File: config.mk
export PLATFORM = sky130hd
export DESIGN_NAME = mem_bus_master_flat
export DESIGN_NICKNAME = d
export VERILOG_FILES = /design/src/rtl/mem_bus_master_if.sv /design/src/rtl/mem_bus_master.sv /design/src/flat_wrapper.sv
export SDC_FILE = /design/constraint.sdc
export NUM_CORES = 1
export LEC_CHECK = 0
export ABC_AREA = 1
export CAP_MARGIN = 20
export CORE_ASPECT_RATIO = 0.6
export CORE_MARGIN = 2
export CORE_UTILIZATION = 41
export CTS_CLUSTER_SIZE = 8
export DETAILED_ROUTE_END_ITERATION = 16
export PLACE_DENSITY = 0.92
export SYNTH_ARGS = -nofsm -noshare
export SYNTH_HDL_FRONTEND = slang
export SYNTH_SLANG_ARGS = --single-unit
File: constraint.sdc
create_clock -name Clock -period 3.9 [get_ports Clock]
set_input_delay 0.78 -clock Clock [delete_from_list [all_inputs] [get_ports Clock]]
set_output_delay 0.78 -clock Clock [all_outputs]
set_load 0.01 [all_outputs]
File: src/rtl/mem_bus_master_if.sv
// Core request/response channels and memory req/ack handshake for mem_bus_master.
interface mem_bus_master_if #(
  parameter int ADDR_W = 32,
  parameter int DATA_W = 32
) ();
  logic              core_req_valid;
  logic              core_req_ready;
  logic              core_req_we;
  logic [ADDR_W-1:0] core_req_addr;
  logic [DATA_W-1:0] core_req_wdata;
  logic              core_rsp_valid;
  logic              core_rsp_ready;
  logic [DATA_W-1:0] core_rsp_data;
  logic              core_rsp_err;
  logic              mem_req;
  logic              mem_we;
  logic [ADDR_W-1:0] mem_addr;
  logic [DATA_W-1:0] mem_wdata;
  logic              mem_ack;
  logic [DATA_W-1:0] mem_rdata;

  modport master (
    input  core_req_valid, core_req_we, core_req_addr, core_req_wdata,
    input  core_rsp_ready, mem_ack, mem_rdata,
    output core_req_ready, core_rsp_valid, core_rsp_data, core_rsp_err,
    output mem_req, mem_we, mem_addr, mem_wdata
  );

  modport slave (
    output core_req_valid, core_req_we, core_req_addr, core_req_wdata,
    output core_rsp_ready, mem_ack, mem_rdata,
    input  core_req_ready, core_rsp_valid, core_rsp_data, core_rsp_err,
    input  mem_req, mem_we, mem_addr, mem_wdata
  );
endinterface

File: src/rtl/mem_bus_master.sv
// Single-access memory initiator with alignment check and ack timeout.
// Optional statistics counters enabled by defining MEM_BUS_MASTER_STATS_EN.
module mem_bus_master #(
  parameter int ADDR_W  = 32,
  parameter int DATA_W  = 32,
  parameter int TIMEOUT = 16,
  parameter int CNT_W   = 16
) (
  input logic Clock,
  input logic Reset,
  mem_bus_master_if.master bus
`ifdef MEM_BUS_MASTER_STATS_EN
  ,
  output logic [CNT_W-1:0] stat_xfers,
  output logic [CNT_W-1:0] stat_errs,
  output logic [CNT_W-1:0] stat_wait
`endif
);

  typedef enum logic [1:0] {IDLE, REQ, RESP} state_t;

  localparam int TMR_W = (TIMEOUT > 2) ? $clog2(TIMEOUT) : 1;
  localparam logic [TMR_W-1:0] TMR_LAST = TMR_W'(TIMEOUT - 1);

  state_t            state_q, state_d;
  logic [TMR_W-1:0]  timer_q, timer_d;
  logic              mem_req_q, mem_req_d;
  logic              mem_we_q, mem_we_d;
  logic [ADDR_W-1:0] mem_addr_q, mem_addr_d;
  logic [DATA_W-1:0] mem_wdata_q, mem_wdata_d;
  logic [DATA_W-1:0] rsp_data_q, rsp_data_d;
  logic              rsp_err_q, rsp_err_d;

  assign bus.core_req_ready = (state_q == IDLE);
  assign bus.core_rsp_valid = (state_q == RESP);
  assign bus.core_rsp_data  = rsp_data_q;
  assign bus.core_rsp_err   = rsp_err_q;
  assign bus.mem_req        = mem_req_q;
  assign bus.mem_we         = mem_we_q;
  assign bus.mem_addr       = mem_addr_q;
  assign bus.mem_wdata      = mem_wdata_q;

  always_comb begin
    // NOTE: every output of this block is defaulted first so no path infers a latch.
    state_d     = state_q;
    timer_d     = timer_q;
    mem_req_d   = mem_req_q;
    mem_we_d    = mem_we_q;
    mem_addr_d  = mem_addr_q;
    mem_wdata_d = mem_wdata_q;
    rsp_data_d  = rsp_data_q;
    rsp_err_d   = rsp_err_q;
    case (state_q)
      IDLE: begin
        if (bus.core_req_valid) begin
          rsp_data_d = '0;
          if (bus.core_req_addr[1:0] != 2'b00) begin
            // Misaligned: answer with an error without touching memory.
            state_d   = RESP;
            rsp_err_d = 1'b1;
          end else begin
            state_d     = REQ;
            rsp_err_d   = 1'b0;
            timer_d     = '0;
            mem_req_d   = 1'b1;
            mem_we_d    = bus.core_req_we;
            mem_addr_d  = bus.core_req_addr;
            mem_wdata_d = bus.core_req_wdata;
          end
        end
      end
      REQ: begin
        if (bus.mem_ack) begin
          state_d    = RESP;
          mem_req_d  = 1'b0;
          mem_we_d   = 1'b0;
          rsp_err_d  = 1'b0;
          rsp_data_d = mem_we_q ? '0 : bus.mem_rdata;
        end else if (timer_q == TMR_LAST) begin
          state_d    = RESP;
          mem_req_d  = 1'b0;
          mem_we_d   = 1'b0;
          rsp_err_d  = 1'b1;
          rsp_data_d = '0;
        end else begin
          timer_d = timer_q + 1'b1;
        end
      end
      RESP: begin
        if (bus.core_rsp_ready) state_d = IDLE;
      end
      default: state_d = IDLE;
    endcase
  end

  always_ff @(posedge Clock or posedge Reset) begin
    if (Reset) begin
      state_q     <= IDLE;
      timer_q     <= '0;
      mem_req_q   <= 1'b0;
      mem_we_q    <= 1'b0;
      mem_addr_q  <= '0;
      mem_wdata_q <= '0;
      rsp_data_q  <= '0;
      rsp_err_q   <= 1'b0;
    end else begin
      // NOTE: non-blocking assignments so every register samples pre-edge values.
      state_q     <= state_d;
      timer_q     <= timer_d;
      mem_req_q   <= mem_req_d;
      mem_we_q    <= mem_we_d;
      mem_addr_q  <= mem_addr_d;
      mem_wdata_q <= mem_wdata_d;
      rsp_data_q  <= rsp_data_d;
      rsp_err_q   <= rsp_err_d;
    end
  end

`ifdef MEM_BUS_MASTER_STATS_EN
  logic rsp_hs;
  assign rsp_hs = (state_q == RESP) && bus.core_rsp_ready;

  // Saturating event counters.
  always_ff @(posedge Clock or posedge Reset) begin
    if (Reset) begin
      stat_xfers <= '0;
      stat_errs  <= '0;
      stat_wait  <= '0;
    end else begin
      if (rsp_hs && !(&stat_xfers))             stat_xfers <= stat_xfers + 1'b1;
      if (rsp_hs && rsp_err_q && !(&stat_errs)) stat_errs  <= stat_errs + 1'b1;
      if ((state_q == REQ) && !(&stat_wait))    stat_wait  <= stat_wait + 1'b1;
    end
  end
`endif

endmodule

File: src/flat_wrapper.sv
// flat-port wrapper written by rule: the top's interface ports become plain ports
module mem_bus_master_flat 
#(
  parameter int ADDR_W  = 32,
  parameter int DATA_W  = 32,
  parameter int TIMEOUT = 16,
  parameter int CNT_W   = 16
)
  (Clock, Reset, bus_core_req_valid, bus_core_req_we, bus_core_req_addr, bus_core_req_wdata, bus_core_rsp_ready, bus_mem_ack, bus_mem_rdata, bus_core_req_ready, bus_core_rsp_valid, bus_core_rsp_data, bus_core_rsp_err, bus_mem_req, bus_mem_we, bus_mem_addr, bus_mem_wdata);
  mem_bus_master_if #(.ADDR_W(ADDR_W), .DATA_W(DATA_W)) bus_i ();
  input logic Clock;
  input logic Reset;
  input wire logic [$bits(bus_i.core_req_valid)-1:0] bus_core_req_valid;
  input wire logic [$bits(bus_i.core_req_we)-1:0] bus_core_req_we;
  input wire logic [$bits(bus_i.core_req_addr)-1:0] bus_core_req_addr;
  input wire logic [$bits(bus_i.core_req_wdata)-1:0] bus_core_req_wdata;
  input wire logic [$bits(bus_i.core_rsp_ready)-1:0] bus_core_rsp_ready;
  input wire logic [$bits(bus_i.mem_ack)-1:0] bus_mem_ack;
  input wire logic [$bits(bus_i.mem_rdata)-1:0] bus_mem_rdata;
  output wire logic [$bits(bus_i.core_req_ready)-1:0] bus_core_req_ready;
  output wire logic [$bits(bus_i.core_rsp_valid)-1:0] bus_core_rsp_valid;
  output wire logic [$bits(bus_i.core_rsp_data)-1:0] bus_core_rsp_data;
  output wire logic [$bits(bus_i.core_rsp_err)-1:0] bus_core_rsp_err;
  output wire logic [$bits(bus_i.mem_req)-1:0] bus_mem_req;
  output wire logic [$bits(bus_i.mem_we)-1:0] bus_mem_we;
  output wire logic [$bits(bus_i.mem_addr)-1:0] bus_mem_addr;
  output wire logic [$bits(bus_i.mem_wdata)-1:0] bus_mem_wdata;
  assign bus_i.core_req_valid = bus_core_req_valid;
  assign bus_i.core_req_we = bus_core_req_we;
  assign bus_i.core_req_addr = bus_core_req_addr;
  assign bus_i.core_req_wdata = bus_core_req_wdata;
  assign bus_i.core_rsp_ready = bus_core_rsp_ready;
  assign bus_i.mem_ack = bus_mem_ack;
  assign bus_i.mem_rdata = bus_mem_rdata;
  assign bus_core_req_ready = bus_i.core_req_ready;
  assign bus_core_rsp_valid = bus_i.core_rsp_valid;
  assign bus_core_rsp_data = bus_i.core_rsp_data;
  assign bus_core_rsp_err = bus_i.core_rsp_err;
  assign bus_mem_req = bus_i.mem_req;
  assign bus_mem_we = bus_i.mem_we;
  assign bus_mem_addr = bus_i.mem_addr;
  assign bus_mem_wdata = bus_i.mem_wdata;
  mem_bus_master #(.ADDR_W(ADDR_W), .DATA_W(DATA_W), .TIMEOUT(TIMEOUT), .CNT_W(CNT_W)) u_core (.Clock(Clock), .Reset(Reset), .bus(bus_i));
endmodule
* Yosys cells after proc, flatten, opt, wreduce, memory -nomap -nowiden
Index checks and enable logic that the tools add are counted.
** Cells by class
- $add $sub $neg :: 1
- Equality and inequality tests :: 9
- Multiplexer cells :: 29
- Bitwise gates (word level) :: 1
- Reduce and logical (&&, ||, !) cells :: 8
** Operator list (number)
- $mux W32 :: 4
- $pmux W32 S2 :: 1
- $mux W4 :: 4
- $mux W1 :: 10
- $mux W2 :: 5
- $ne A2 B2 Y1 const B :: 5
- $reduce_and A3 Y1 :: 3
- $pmux W4 S2 :: 1
- $pmux W1 S2 :: 3
- $pmux W2 S3 :: 1
- $reduce_and A5 Y1 :: 1
- $add A4 B1 Y4 const B :: 1
- $eq A4 B4 Y1 const B :: 1
- $reduce_and A4 Y1 :: 1
- $reduce_bool A2 Y1 :: 2
- $ne A3 B2 Y1 const B :: 1
- $eq A2 B1 Y1 const B :: 1
- $eq A2 B2 Y1 const B :: 1
- $logic_not A2 Y1 :: 1
- $not A1 Y1 :: 1
** Storage, ports and cells
- Register bits :: 105
- Bits of input ports :: 102
- Output and inout bits :: 101
- Word-level logic and storage cells :: 56

* Depth between registers and ports, before layout
Gate-level depths: netlist of run 1.
- Depth in word-level cells :: 4
- Depth in mapped cells :: 8
- Depth with buffers taken out :: 7

* Worst setup path before layout of run 1
Ideal clock, no wire load.
- Kind :: input to register
- From :: input bus_core_req_addr[1]
- To :: register u_core.mem_wdata_q[16], in the netlist u_core.bus.mem_wdata[16]
- Library setup time :: 0.117 ns
- Arrival time :: 1.599 ns
- Required time :: 3.783 ns
- Slack :: 2.185 ns
- Stages on the path :: 8
- Buffers on the path :: 2
- Cell sequence :: nor2_1 > nand2_1 > nor2_4 > inv_2 > buf_6 > buf_2 > nand2_1 > nand2_1
** On the way
- Longest elaborated chain between the ends :: 3
** RTL lines
- from (decl) :: line flat_wrapper.sv:15 : input wire logic [$bits(bus_i.core_req_addr)-1:0] bus_core_req_addr;
- $reduce_bool A2 Y1 :: line mem_bus_master.sv:57 : if (bus.core_req_addr[1:0] != 2'b00) begin
- $not A1 Y1 (no source line)
- $reduce_and A3 Y1 (no source line)
- to (signal assigned) :: line mem_bus_master.sv:113 : mem_wdata_q <= mem_wdata_d;
- to (decl) :: line mem_bus_master.sv:30 : logic [DATA_W-1:0] mem_wdata_q, mem_wdata_d;
No other way between the ends.
A chain may end at the register's enable or synchronous reset.

* Worst setup path after layout of run 1
- From :: register u_core.state_q[1]
- To :: output bus_core_rsp_valid
** On the way
- Longest elaborated chain between the ends :: 1
** RTL lines
- from (decl) :: line mem_bus_master.sv:25 : state_t state_q, state_d;
- from (signal assigned) :: line mem_bus_master.sv:108 : state_q <= state_d;
- $eq A2 B2 Y1 :: line mem_bus_master.sv:35 : assign bus.core_rsp_valid = (state_q == RESP);
- to (decl) :: line flat_wrapper.sv:21 : output wire logic [$bits(bus_i.core_rsp_valid)-1:0] bus_core_rsp_valid;
No other way between the ends.

==> reports/qor.tcl, run 1 <==
set qor(yosys_most_used_dff) {sky130_fd_sc_hd__dfrtp_1}
set qor(min_delay_worst_endpoint) {u_core.bus.mem_wdata[24]$_DFFE_PP0P_}
set qor(ctsResizeCount) 0
set qor(power.switching_uw) 1330
set qor(layout.filler_cells) 757
set qor(worst_ep_required_time_ns) 3.12
set qor(final_hold_fails) 0
set qor(clkSlewWorstSetupHoldPaths_ns) 0.07
set qor(ir_drop_mv) 0.4786
set qor(clock_power_share_pct) 24.3
set qor(outcome) {finished, final reports clean}
set qor(worst_hold_path_type) {reg2reg}
set qor(dieWidth_um) 134.1
set qor(number_of_antenna_repair_diodes) 0
set qor(comb_power_share_pct) 36.7
set qor(grtUsageMet3_pct) 6.543
set qor(report.final.slew_viol_count) 0
set qor(max_freq_mhz) 419.6
set qor(post-synth-top-count-cell) {sky130_fd_sc_hd__nand2_1}
set qor(cts_tree) {yes}
set qor(worst_path_largest_cell_delay_ns) 0.56
set qor(detailroute.via_count) 3742
set qor(register_bit_count_reported_by_yosys) 105
set qor(syn-cell-area_um2) 4163
set qor(gr_ovfl_total) 0
set qor(critical_path.top_delay_family) {buffers and inverters}
set qor(tightestPinTransition_ns) 0.6245
set qor(post_cts_buffers) 0
set qor(die_h_um) 82.05
set qor(drc_errors) 0
set qor(intPower_uw) 3047
set qor(fin_total_pwr_uw) 4378
set qor(fraction_of_layout_cells_with_a_size_suffix_above_1_pct) 4.124
set qor(maxCapViolCount) 0
set qor(synth_enable_flop_cells) 0
set qor(port-buffer-count) 202
set qor(reg2reg_from) {u_core.state_q[0]$_DFFE_PP0P_}
set qor(seqPwrFrac_pct) 39.1
set qor(final_min_period_over_clock_period_pct) 61.12
set qor(vias_in_the_first_global_route) 3623
set qor(dieArea_um2) 11000
set qor(cts.sink_count) 105
set qor(synthTopCellsByArea) {sky130_fd_sc_hd__dfrtp_1, sky130_fd_sc_hd__nand2_1, sky130_fd_sc_hd__buf_6}
set qor(maximum_number_of_pins_on_one_net_before_global_route_repair) 66
set qor(area_growth_syn_to_layout_pct) 59.24
set qor(crit_fanout) 5
set qor(setup_violations) 0
set qor(finalWirelength_um) 11170
set qor(avgViaCountPerCell) 4.597
set qor(async_flop_share_pct) 100.0
set qor(powerDensity_nw_per_um2) 660.4
set qor(mappedNetlistNets) 580
set qor(cts.hold.buffers_added) 0
set qor(cts_root_buf) {sky130_fd_sc_hd__clkbuf_16}
set qor(min_from) {u_core.bus.mem_wdata[24]$_DFFE_PP0P_}
set qor(fin_skew_ns) 0.004922
set qor(worstPathArrival_ns) 1.60
set qor(final_total_negative_setup_slack_ns) 0
set qor(grt.busiest_layer) {met2}
set qor(gp_routability_congestion) 0.7952
set qor(synth.top_cell.area_share_pct) 63.12
set qor(critical_path.slowest_cell) {sky130_fd_sc_hd__clkdlybuf4s50_1}
set qor(start_util_pct) 42.14
set qor(dr.pass1.iters) 5
set qor(clock_path_buffers) 2
set qor(postSynthCellCount) 477
set qor(synthDominantAreaCellType) {sky130_fd_sc_hd__dfrtp_1}
set qor(worstPathCellList) {inv_1, nor2_1, clkdlybuf4s50_1}
set qor(reg2reg_path_depth) 5
set qor(worstSetupStartpointType) {register}
set qor(pin_count) 203
set qor(cts_inserted_buffers) 9
set qor(antenna_found_initial) 0
set qor(reg2reg_slack_ns) 2.12
set qor(worstSetupStartpoint) {u_core.state_q[1]$_DFFE_PP0P_}
set qor(critPathBufInv) 2
set qor(timing.critical_path.depth) 3
set qor(cts.htree.levels) 3
set qor(tightest_slew_margin_relative_to_the_limit_pct) 58.36
set qor(yosysWarnings) 0
set qor(power.switching_fraction_pct) 30.39
set qor(grt_util_all_layers_pct) 20.33
set qor(grt_first_pass_wirelength_um) 17500
set qor(synth.top_cells.by_count) {sky130_fd_sc_hd__nand2_1, sky130_fd_sc_hd__dfrtp_1, sky130_fd_sc_hd__inv_1, sky130_fd_sc_hd__buf_2, sky130_fd_sc_hd__nor2_1}
set qor(r2r_end) {u_core.state_q[1]$_DFFE_PP0P_}
set qor(wl_per_cell_um) 13.72
set qor(met1_usage_pct) 26.23
set qor(worstSkewPairLatency_ns) 0.33
set qor(final.min_clock_period_ns) 2.383
set qor(timing_worst_setup_path_type) {reg2out}
set qor(avgSynthCellArea_um2) 8.727
set qor(floorplan.rows) 28
set qor(synth.yosys.seq_area_share_pct) 63.12
set qor(end_kind) {output port}
set qor(num-nets-final) 779
set qor(ant_nets) 0
set qor(drt_iter0_drc) 213
set qor(core_region_area_um2) 9879
set qor(grt_setup_unrepaired) {no}
set qor(worst_hold_depth) 2
set qor(met2_usage_pct) 33.33
set qor(dp_hpwl_um) 8169
set qor(yosys.cell_types.count) 21
set qor(leakagePower_uw) 0.003321
## sequential cells by signal, indices dropped and copies added (netlist names)
name	count
u_core.bus.mem_wdata	32
u_core.bus.core_rsp_err	1
u_core.state_q	2
u_core.timer_q	4
u_core.bus.mem_we	1
u_core.bus.mem_addr	32
u_core.bus.mem_req	1
u_core.bus.core_rsp_data	32
## final cells by class
| type | instances | area (um^2) | share of cell area, % |
|---|---|---|---|
| inverter | 14 | 55.05 | 0.8305 |
| tap | 135 | 168.9 | 2.548 |
| clock inverter | 5 | 128.9 | 1.944 |
| sequential | 105 | 2628 | 39.64 |
| clock buffer | 9 | 225.2 | 3.398 |
| timing repair buffer | 207 | 2079 | 31.37 |
| multi-input combinational | 339 | 1344 | 20.27 |
## placed cells by master, fill, tap and decap left out, types with 2 or more instances in the layout
cell	count
sky130_fd_sc_hd__bufinv_16	4
sky130_fd_sc_hd__nor2_1	9
sky130_fd_sc_hd__buf_4	3
sky130_fd_sc_hd__inv_1	12
sky130_fd_sc_hd__clkbuf_16	9
sky130_fd_sc_hd__o21ai_0	2
sky130_fd_sc_hd__dfrtp_1	105
sky130_fd_sc_hd__nand3_1	6
sky130_fd_sc_hd__clkdlybuf4s50_1	202
sky130_fd_sc_hd__nand2_1	310
## per-layer routing
metal,wire length [um],vias to the layer above
met5,0,-
met4,128,0
met3,914,14
met2,5299,160
met1,4823,1741
li1,-,1827
## how the worst max path moves through the flow
| stage | endpoint | slack, ns |
|---|---|---|
| after detailed placement | u_core.bus.mem_wdata[18]$_DFFE_PP0P_ | 1.29 |
| final | bus_core_rsp_valid | 1.52 |
| after global placement | u_core.bus.core_rsp_data[17]$_DFFE_PP0P_ | 1.38 |
| after global routing | bus_core_rsp_valid | 1.44 |
| after floorplan | u_core.bus.core_rsp_data[0]$_DFFE_PP0P_ | 0.36 |
| after CTS | bus_core_rsp_valid | 1.51 |
## metrics by stage
step / instance area [um^2] / setup WS [ns] / std cells / hold WS [ns] / utilization (%)
after floorplan: 4163 / 0.3595 / 477 / 0.4641 / -
after global placement: 6240 / 1.379 / 798 / 0.4523 / 63.16
after detailed placement: 6240 / 1.285 / 798 / 0.4582 / 63.16
after CTS: 6594 / 1.505 / 812 / 0.4745 / 66.74
after global routing: 6629 / 1.445 / 814 / 0.4905 / 67.10
final: 6629 / 1.517 / 814 / 0.4694 / 67.10
## kinds of logic after synthesis
kind of cell    share of synthesized area (%)
xor+xnor                               0.2104
simple gates                            30.99
compound gates                         0.6313
buf+inv                                 4.749
fa+ha+maj                              0.3005
flops                                   63.12
## worst register-to-register path, delay by kind of cell (launching register included)
family / cells / cell delay, ns
and+or+nand+nor: 3 / 0.82
DFF: 1 / 0.48
AOI/OAI and AO/OA: 1 / 0.19
buffers and inverters: 1 / 0.13
## power groups by stage
| stage | clock network [uW] | logic (uW) | registers, uW |
|---|---|---|---|
| after floorplan | 0 | 460 | 1870 |
| after global placement | 0 | 1560 | 1700 |
| after detailed placement | 0 | 1620 | 1720 |
| after CTS | 1090 | 1620 | 1710 |
| after global routing | 1130 | 1750 | 1760 |
| final | 1060 | 1610 | 1710 |
Note: power is estimated with default switching activity, not from simulation.
==> run 2, diff against run 1 <==
clock period = 2.47 ns   (was 3.9 ns; I/O delays follow)
==> run 2 against run 1 <==
Net effect:
- via count decreased by 0.86%
- core utilization decreased by 0.51 points
- first-iteration DRC count decreased by 6.6%
- sequential cell count unchanged
- total power increased by 52%
- critical endpoint unchanged
- largest cell class unchanged
- largest power group unchanged
==> reports/qor.tcl, run 2 (same netlist as run 1, synthesis figures left out) <==
set qor(outcome) {finished, final reports clean}
set qor(cts.hold.buffers_added) 0 ;# unchanged
set qor(worstSkewPairLatency_ns) 0.33 ;# about the same
set qor(layout.cells.most_common_list) {sky130_fd_sc_hd__nand2_1, sky130_fd_sc_hd__clkdlybuf4s50_1, sky130_fd_sc_hd__dfrtp_1}
set qor(fin_total_pwr_uw) 6664 ;# +52%
set qor(num-nets-final) 778 ;# -0.13%
set qor(grt_util_all_layers_pct) 20.20 ;# -0.13 points
set qor(drt_iter0_drc) 199 ;# -6.6%
set qor(area_growth_syn_to_layout_pct) 58.04
set qor(placed_area_um2) 6254 ;# +0.22%
set qor(floorplan.rows) 28 ;# unchanged
set qor(final.min_clock_period_ns) 2.048
set qor(cts_inserted_buffers) 9 ;# unchanged
set qor(min_from) {u_core.bus.core_rsp_data[18]$_DFFE_PP0P_}
set qor(ctsResizeCount) 0 ;# unchanged
set qor(maximum_number_of_pins_on_one_net_before_global_route_repair) 106 ;# +61%
set qor(fin_skew_ns) 0.005852 ;# +0.0009300 ns
set qor(tightest_slew_margin_relative_to_the_limit_pct) 58.14 ;# -0.22 points
set qor(commonest_non_fill_non_tap_cell_in_the_layout) {sky130_fd_sc_hd__nand2_1}
set qor(dieArea_um2) 11000 ;# unchanged
set qor(critPathBufInv) 2 ;# unchanged
set qor(setup_violations) 0 ;# unchanged
set qor(number_of_antenna_repair_diodes) 0 ;# unchanged
set qor(port-buffer-count) 202 ;# unchanged
set qor(drc_errors) 0 ;# unchanged
set qor(timing_worst_setup_path_type) {reg2out}
set qor(worstPathArrival_ns) 1.55 ;# -0.05 ns
set qor(crit_fanout) 5 ;# unchanged
set qor(die_h_um) 82.05 ;# unchanged
set qor(post_cts_buffers) 0 ;# unchanged
set qor(reg2reg_from) {u_core.state_q[0]$_DFFE_PP0P_}
set qor(cts.htree.levels) 3 ;# unchanged
set qor(report.final.slew_viol_count) 0 ;# unchanged
set qor(cts.sink_count) 105 ;# unchanged
set qor(ant_nets) 0 ;# unchanged
set qor(final_hold_fails) 0 ;# unchanged
set qor(vias_in_the_first_global_route) 3630 ;# +0.19%
set qor(worst_ep_required_time_ns) 1.98 ;# -1.14 ns
set qor(maxCapViolCount) 0 ;# unchanged
set qor(gr_ovfl_total) 0 ;# unchanged
set qor(layout.filler_cells) 758 ;# +0.13%
set qor(start_util_pct) 42.14 ;# unchanged
set qor(grt_first_pass_wirelength_um) 17480 ;# about the same
set qor(wl_per_cell_um) 13.72 ;# about the same
set qor(ir_drop_mv) 0.6159 ;# +29%
set qor(avgViaCountPerCell) 4.552 ;# -0.98%
set qor(clock_path_buffers) 2 ;# unchanged
set qor(powerDensity_nw_per_um2) 1013 ;# +53%
set qor(dr.pass1.iters) 4 ;# -1
set qor(detailroute.via_count) 3710 ;# -0.86%
set qor(worst_hold_path_type) {reg2reg}
set qor(gp_routability_congestion) 0.7931 ;# -0.26%
set qor(dieWidth_um) 134.1 ;# unchanged
set qor(tightestPinTransition_ns) 0.6257 ;# +0.001114 ns
set qor(whs_ns) 0.4719 ;# +0.002493 ns
set qor(core_region_area_um2) 9879 ;# unchanged
set qor(clkSlewWorstSetupHoldPaths_ns) 0.07 ;# about the same
set qor(antenna_found_initial) 0 ;# unchanged
set qor(final_total_negative_setup_slack_ns) 0 ;# unchanged
set qor(dp_hpwl_um) 8024 ;# -1.8%
set qor(grt_setup_unrepaired) {no}
set qor(worst_path_largest_cell_delay_ns) 0.56 ;# about the same
set qor(fraction_of_layout_cells_with_a_size_suffix_above_1_pct) 4.118 ;# -0.0061 points
set qor(finalWirelength_um) 11180 ;# +0.17%
set qor(critical_path.top_delay_family) {buffers and inverters}
set qor(max_freq_mhz) 488.4
set qor(finish.instance_area_um2) 6579 ;# -0.76%
set qor(critical_path.slowest_cell) {sky130_fd_sc_hd__clkdlybuf4s50_1}
set qor(finalCoreUtilization_pct) 66.59 ;# -0.51 points
set qor(worstSetupStartpointType) {register}
set qor(pin_count) 203 ;# unchanged
set qor(cts_root_buf) {sky130_fd_sc_hd__clkbuf_16}
set qor(end_kind) {output port}
set qor(final_min_period_over_clock_period_pct) 82.89
set qor(leakagePower_uw) 0.003286 ;# -1.1%
set qor(cts_tree) {yes}
set qor(worstSetupStartpoint) {u_core.state_q[1]$_DFFE_PP0P_}
set qor(worstPathCellList) {inv_1, nor2_1, clkdlybuf4s50_1}
## run 2: cell types whose count changed in the layout (fill, tap and decap cells not counted)
cell and change:
sky130_fd_sc_hd__buf_12 +1, sky130_fd_sc_hd__inv_6 +1, sky130_fd_sc_hd__buf_4 -1, sky130_fd_sc_hd__clkbuf_1 +1
sky130_fd_sc_hd__clkinvlp_4 +3, sky130_fd_sc_hd__buf_8 -1, sky130_fd_sc_hd__bufinv_16 -3, sky130_fd_sc_hd__inv_4 -1
sky130_fd_sc_hd__clkbuf_8 +1
## run 2: final timing paths
| path | end | slack [ns] | depth (start not counted) |
|---|---|---|---|
| worst min register to register | u_core.bus.core_rsp_data[18]$_DFFE_PP0P_ | 0.47 | 2 |
| min in group asynchronous | u_core.bus.core_rsp_data[25]$_DFFE_PP0P_ | 0.63 | 3 |
| max in group asynchronous | u_core.timer_q[0]$_DFFE_PP0P_ | 1.35 | 3 |
| worst max register to register | u_core.state_q[1]$_DFFE_PP0P_ | 0.62 | 5 |
| worst max-delay path | bus_core_rsp_valid | 0.42 | 3 |
| worst min-delay path | u_core.bus.core_rsp_data[18]$_DFFE_PP0P_ | 0.47 | 2 |
## run 2: power breakdown
| group | leakage, uW | switching [uW] | internal [uW] |
|---|---|---|---|
| clock network | 0.000143 | 614 | 821 |
| registers | 0.00136 | 368 | 2320 |
| logic | 0.00178 | 1130 | 1400 |
## run 2: metal layers
metal,GRT usage (%),vias to the layer above,routed length [um]
li1,-,1828,-
met1,25.81,1724,4928
met2,33.69,150,5187
met3,6.481,8,974
met4,5.579,0,94
met5,0,-,0
## run 2: area by class of cell
cell class / instances / area (um^2) / share of cell area [%]
sequential: 105 / 2628 / 39.94
timing repair buffer: 206 / 2077 / 31.57
clock inverter: 5 / 62.56 / 0.9509
tap: 135 / 168.9 / 2.568
clock buffer: 11 / 242.7 / 3.690
inverter: 14 / 56.30 / 0.8558
multi-input combinational: 339 / 1344 / 20.43
## run 2: tightest hold or removal path: stages, from the launching register on
cell and delay (ns):
sky130_fd_sc_hd__dfrtp_1 0.34, sky130_fd_sc_hd__nand2_1 0.05, sky130_fd_sc_hd__nand2_1 0.05
## run 2: metrics by stage
step                      std cells  worst slack, ns
after global routing            815           0.3242
after floorplan                 477           0.7165
final                           815           0.4225
after detailed placement        798           0.1642
after CTS                       814           0.4114
after global placement          798           0.2604
